[src/rtl/ball_engine.sv]
// Pong ball engine: registered ball datapath, serve/run/game-over control,
// step-rate divider and per-player saturating score counters.
module ball_engine #(
  parameter int unsigned X_W       = 3,
  parameter int unsigned Y_W       = 3,
  parameter int unsigned PADDLE_W  = 2,
  parameter int unsigned TICK_DIV  = 4,
  parameter int unsigned SCORE_W   = 2,
  parameter int unsigned WIN_SCORE = 3,
  parameter int unsigned SERVE_X   = 3,
  parameter int unsigned SERVE_Y   = 3
) (
  input  logic               clk,
  input  logic               reset,
  input  logic               start,
  input  logic [X_W-1:0]     paddle_top,
  input  logic [X_W-1:0]     paddle_bot,
  output logic [X_W-1:0]     ball_x,
  output logic [Y_W-1:0]     ball_y,
  output logic               dir_x,
  output logic               dir_y,
  output logic               running,
  output logic               miss_top,
  output logic               miss_bot,
  output logic [SCORE_W-1:0] score_top,
  output logic [SCORE_W-1:0] score_bot,
  output logic               endgame
);

  localparam int unsigned TW = (TICK_DIV > 1) ? $clog2(TICK_DIV) : 1;

  localparam logic [X_W-1:0]     XMAX   = '1;
  localparam logic [Y_W-1:0]     YMAX   = '1;
  localparam logic [Y_W-1:0]     Y_ONE  = Y_W'(1);
  localparam logic [Y_W-1:0]     Y_PEN  = YMAX - Y_W'(1);
  localparam logic [X_W-1:0]     SX     = X_W'(SERVE_X);
  localparam logic [Y_W-1:0]     SY     = Y_W'(SERVE_Y);
  localparam logic [X_W:0]       P_SPAN = (X_W+1)'(PADDLE_W - 1);
  localparam logic [SCORE_W-1:0] S_MAX  = '1;
  localparam logic [SCORE_W-1:0] S_WIN  = SCORE_W'(WIN_SCORE);
  localparam logic [TW-1:0]      T_LAST = TW'(TICK_DIV - 1);

  typedef enum logic [1:0] {IDLE, RUN, OVER} state_t;

  state_t             state_q, state_d;
  logic [X_W-1:0]     bx_q, bx_d;
  logic [Y_W-1:0]     by_q, by_d;
  logic               dx_q, dx_d;
  logic               dy_q, dy_d;
  logic               serve_q, serve_d;
  logic [TW-1:0]      tick_q, tick_d;
  logic [SCORE_W-1:0] st_q, st_d;
  logic [SCORE_W-1:0] sb_q, sb_d;
  logic               mt_q, mt_d;
  logic               mb_q, mb_d;
  logic               run_q, run_d;
  logic               over_q, over_d;

  logic [X_W:0]       bx_ext;
  logic [X_W:0]       pt_ext;
  logic [X_W:0]       pb_ext;
  logic               hit_top, hit_bot;
  logic               step_dx, step_dy;
  logic [X_W-1:0]     step_x;
  logic [Y_W-1:0]     step_y;
  logic [SCORE_W-1:0] st_inc, sb_inc;

  // Next ball position/direction for one step, from pre-move ball and paddles.
  // Paddle span is compared one bit wider so a paddle near XMAX never wraps.
  always_comb begin
    bx_ext  = {1'b0, bx_q};
    pt_ext  = {1'b0, paddle_top};
    pb_ext  = {1'b0, paddle_bot};
    hit_top = (pt_ext <= bx_ext) && (bx_ext <= pt_ext + P_SPAN);
    hit_bot = (pb_ext <= bx_ext) && (bx_ext <= pb_ext + P_SPAN);

    step_dx = dx_q;
    if (bx_q == '0) begin
      step_dx = 1'b1;
    end else if (bx_q == XMAX) begin
      step_dx = 1'b0;
    end

    step_dy = dy_q;
    if ((by_q == Y_ONE) && !dy_q && hit_top) begin
      step_dy = 1'b1;
    end else if ((by_q == Y_PEN) && dy_q && hit_bot) begin
      step_dy = 1'b0;
    end

    step_x = step_dx ? bx_q + 1'b1 : bx_q - 1'b1;
    step_y = step_dy ? by_q + 1'b1 : by_q - 1'b1;

    st_inc = (st_q == S_MAX) ? S_MAX : st_q + 1'b1;
    sb_inc = (sb_q == S_MAX) ? S_MAX : sb_q + 1'b1;
  end

  // Control: serve hold, step divider, miss scoring and game-over handling.
  always_comb begin
    state_d = state_q;
    bx_d    = bx_q;
    by_d    = by_q;
    dx_d    = dx_q;
    dy_d    = dy_q;
    serve_d = serve_q;
    tick_d  = tick_q;
    st_d    = st_q;
    sb_d    = sb_q;
    mt_d    = 1'b0;
    mb_d    = 1'b0;

    unique case (state_q)
      IDLE: begin
        bx_d = SX;
        by_d = SY;
        dx_d = 1'b1;
        dy_d = serve_q;
        if (start) begin
          state_d = RUN;
          tick_d  = '0;
        end
      end
      RUN: begin
        if (tick_q == T_LAST) begin
          tick_d = '0;
          bx_d   = step_x;
          by_d   = step_y;
          dx_d   = step_dx;
          dy_d   = step_dy;
          if (step_y == '0) begin
            mt_d    = 1'b1;
            sb_d    = sb_inc;
            serve_d = 1'b0;
            state_d = (sb_inc == S_WIN) ? OVER : IDLE;
          end else if (step_y == YMAX) begin
            mb_d    = 1'b1;
            st_d    = st_inc;
            serve_d = 1'b1;
            state_d = (st_inc == S_WIN) ? OVER : IDLE;
          end
        end else begin
          tick_d = tick_q + 1'b1;
        end
      end
      OVER: begin
        if (start) begin
          st_d    = '0;
          sb_d    = '0;
          serve_d = 1'b1;
          state_d = IDLE;
        end
      end
      default: state_d = IDLE;
    endcase

    run_d  = (state_d == RUN);
    over_d = (state_d == OVER);
  end

  // State and datapath registers with synchronous reset.
  always_ff @(posedge clk) begin
    if (reset) begin
      state_q <= IDLE;
      bx_q    <= SX;
      by_q    <= SY;
      dx_q    <= 1'b1;
      dy_q    <= 1'b1;
      serve_q <= 1'b1;
      tick_q  <= '0;
      st_q    <= '0;
      sb_q    <= '0;
      mt_q    <= 1'b0;
      mb_q    <= 1'b0;
      run_q   <= 1'b0;
      over_q  <= 1'b0;
    end else begin
      state_q <= state_d;
      bx_q    <= bx_d;
      by_q    <= by_d;
      dx_q    <= dx_d;
      dy_q    <= dy_d;
      serve_q <= serve_d;
      tick_q  <= tick_d;
      st_q    <= st_d;
      sb_q    <= sb_d;
      mt_q    <= mt_d;
      mb_q    <= mb_d;
      run_q   <= run_d;
      over_q  <= over_d;
    end
  end

  assign ball_x    = bx_q;
  assign ball_y    = by_q;
  assign dir_x     = dx_q;
  assign dir_y     = dy_q;
  assign running   = run_q;
  assign miss_top  = mt_q;
  assign miss_bot  = mb_q;
  assign score_top = st_q;
  assign score_bot = sb_q;
  assign endgame   = over_q;

endmodule

[config.mk]
export PLATFORM = sky130hd
export DESIGN_NAME = ball_engine
export DESIGN_NICKNAME = d
export VERILOG_FILES = /design/src/rtl/ball_engine.sv
export SDC_FILE = /design/constraint.sdc
export NUM_CORES = 1
export LEC_CHECK = 0
export ABC_AREA = 0
export BUFFER_PORTS_ARGS = -buffer_cell sky130_fd_sc_hd__buf_2
export CORE_MARGIN = 4
export CORE_UTILIZATION = 41
export CTS_CLUSTER_DIAMETER = 100
export CTS_CLUSTER_SIZE = 24
export DETAILED_ROUTE_END_ITERATION = 10
export GPL_ROUTABILITY_DRIVEN = 1
export HOLD_SLACK_MARGIN = 0.15
export PLACE_DENSITY = 0.59
export SLEW_MARGIN = 15
export SYNTH_ARGS = -nofsm -noshare
export SYNTH_HDL_FRONTEND = slang
export SYNTH_SLANG_ARGS = --single-unit
[constraint.sdc]
create_clock -name clk -period 4.18 [get_ports clk]
set_clock_uncertainty 0.1 [all_clocks]
set_input_delay 0.418 -clock clk [delete_from_list [all_inputs] [get_ports clk]]
set_output_delay 0.418 -clock clk [all_outputs]
set_load 0.03 [all_outputs]
==> flow_summary.yaml <==
cts:
  cts_resized: 0
  clkSinkCount: 21
  htreeDepth: 1
  cts_made_buffers: 3
  worst_skew_pair.late_latency_ns: 0.31
  cts_buffer_depth: 2
  clk_pin_slew_ns: 0.12
  hold_buffers: 0
  cts_setup_buffers: 0
  cts_tree: "done"
  root_buffer: "clkbuf_4"
worst_setup_path:
  cp.arrival_ns: 2.99
  reg2reg_depth: 10
  startpoint_type: "flip-flop"
  required_ns: 4.28
  worst-r2r-setup-slack_ns: 1.30
  cp-end-kind: "flip-flop"
  cp_max_fo: 8
  timing.critical_path.from: "ball_x[0]"
  critPathKind: "reg2reg"
  endpoint: "serve_q"
  r2r_start: "ball_x[0]"
  r2r_end: "serve_q"
timing:
  fmax_ghz: 0.347
  worstMarginPinSlew_ns: 0.534
  hold_violations: 0
  fin_tns_setup_ns: 0
  final_max_slew_viol_count: 0
  relSlewSlack_pct: 64.4
  period_needed_ns: 2.88
  worst_slack_ns: 1.30
  layout_worst_path_cycle_share_pct: 68.9
  hold-worst-slack_ns: 0.350
  finalSetupViolations: 0
  rsz0062_at_grt: "no"
power_and_ir_drop:
  power.density_nw_per_um2: 219
  sw_frac_of_total_pct: 27.5
  power.internal_mw: 0.262
  power.clock.fraction_pct: 28.2
  irDropWorstVdd_mv: 0.175
  switchingPower_mw: 0.0992
  p_comb_share_pct: 14.5
  p_seq_share_pct: 57.2
  p_leak_nw: 0.746
  total_power_mw: 0.361
place:
  place_area_sq_um: 1620
  gp_congestion: 0.826
  dpl.hpwl_mm: 2.51
  dp_cells: 237
  place_ws_ns: 1.11
  portBuffers: 24
floorplanning:
  die_x_um: 67.7
  num_rows: 21
  die_h_um: 67.7
  fp.dieArea_sq_um: 4580
  coreArea_sq_um: 3390
  pin_count: 25
  initial_core_util_pct: 43.1
synth:
  synth_simple_gate_area_share_pct: 21.8
  syn_nets: 200
  synth_top_family_by_area: "simple AND/OR/NAND/NOR gates"
  synth_top_area_cell: "dfxtp_1"
  async_reset_ff_share_pct: 0
  synth-xor-area-share_pct: 2.40
  avgSynthCellArea_sq_um: 8.55
  yosysTopAreaCellShare_pct: 28.8
  synth.area.mux_share_pct: 5.05
  yosysWarnings: 0
  synthTopCellsByArea: "dfxtp_1 29%, ha_1 16%, nand2_1 4.1%"
  synth_compound_area_share_pct: 20.1
  yosysMostFrequentCell: "dfxtp_1"
  synth_common_cells: "21 x dfxtp_1, 19 x ha_1, 16 x nand2_1, 16 x nor2_1, 12 x inv_1"
  synthFlopType: "dfxtp_1"
  synthAdderAreaFrac_pct: 17.6
  synth_seq_cells: 21
  synth_edf_count: 0
  synth.distinct_cells: 43
  yosysSeqAreaShare_pct: 28.8
  syn-cell-area_sq_um: 1460
  synth_cells: 171
route:
  antenna_left: 0
  finalWirelength_mm: 3.15
  viasPerCell: 5.26
  drc_errors: 0
  post_drt_wl_per_cell_um: 13.1
  drtIter0Drc: 94
  vias: 1267
  drt-pass1-iter-count: 4
final_layout:
  finalNonFillerCells: 241
  design_area_sq_um: 1650
  layout-drive-gt1-share_pct: 17.9
  final_nets: 225
  syn2layout_area_growth_pct: 12.9
  fin_util_pct: 48.7
  n_antenna_cell: 0
flow_run:
  max_cap_viol_count: 0
min_path:
  holdCritPathClass: "in2reg"
  hold_start: "reset"
grt:
  grt_util_all_layers_pct: 15.8
  grt_max_degree: 17
  antenna_found_initial: 0
  grt_pass1_wl_mm: 5.58
  grt_pass1_vias: 1215
  grt_remaining_overflow: 0
run_status:
  outcome: "completed"
[layer usage]
| metal | vias up | GRT usage, % | routed length, um |
|---|---|---|---|
| met5 | - | 0 | 0 |
| met4 | 0 | 3.04 | 16 |
| met3 | 2 | 3.99 | 130 |
| met2 | 24 | 25.8 | 1450 |
| met1 | 589 | 21.2 | 1550 |
| li1 | 652 | - | - |
[placed cells by master, fill, tap and decap left out, drive strengths merged, types with 2 or more instances in the layout]
cell type and n:
a211o 2, a21boi 3, a21oi 10, a22o 2, a22oi 3, a31oi 3
and2 2, and3b 2, buf 24, clkbuf 3, dfxtp 21, ha 19
inv 12, mux4 2, nand2 16, nand2b 6, nand3 5, nor2 16
nor2b 5, nor3 4, o21a 2, o21ai 8, o21bai 3, o22ai 3
or2 2, xnor2 3
[flip-flops by register name, indices dropped and copies added, names as in the netlist]
register,count
miss_bot,1
score_top,2
dir_x,1
state_q,2
tick_q,2
ball_x,3
score_bot,2
running,1
ball_y,3
endgame,1
serve_q,1
dir_y,1
miss_top,1
[layout make-up]
type | count | area, sq um
fillers | 355 | 1740
multi-input cells | 134 | 980
flip-flops and latches | 21 | 420
repair buffers | 24 | 120
well taps | 46 | 57.6
inverters | 12 | 45.0
clock buffers | 3 | 22.5
clock inverters | 1 | 5.00
[worst max-delay path: stages, from the launching register on]
cell,delay [ns]
dfxtp_1,0.50
inv_1,0.15
ha_1,0.31
and3b_1,0.22
a21oi_1,0.04
a311o_1,0.29
a22o_4,0.29
mux4_1,0.23
nand2_1,0.12
o21ai_0,0.16
or3b_1,0.35
[logic make-up (layout without fill, tap and decap cells)]
kind of cell / after synthesis / in the layout
multiplexers: 4 / 4
adder cells (fa/ha/maj): 20 / 20
flip-flops: 21 / 21
buffers and inverters: 16 / 40
XOR/XNOR: 4 / 4
AO/OA/AOI/OAI: 43 / 43
AND/OR/NAND/NOR: 63 / 63
[worst min-delay path by stage]
stage,to,cells past startpoint,slack (ns)
finish,tick_q[0],2,0.35
global route,tick_q[1],2,0.35
CTS,tick_q[1],2,0.35
detailed placement,score_bot[1],2,0.38
global placement,score_bot[1],2,0.36
floorplan,tick_q[1],2,0.38
[power groups by stage]
| stage | registers [mW] | clock network (mW) | logic [mW] |
|---|---|---|---|
| 2_1_floorplan | 0.212 | 0 | 0.0358 |
| 3_3_place_gp | 0.211 | 0 | 0.0503 |
| 3_5_place_dp | 0.211 | 0 | 0.0527 |
| 4_1_cts | 0.207 | 0.106 | 0.0529 |
| 5_1_grt | 0.208 | 0.115 | 0.0600 |
| 6_report | 0.207 | 0.102 | 0.0525 |
No activity file was read; power rests on OpenSTA's default activity.
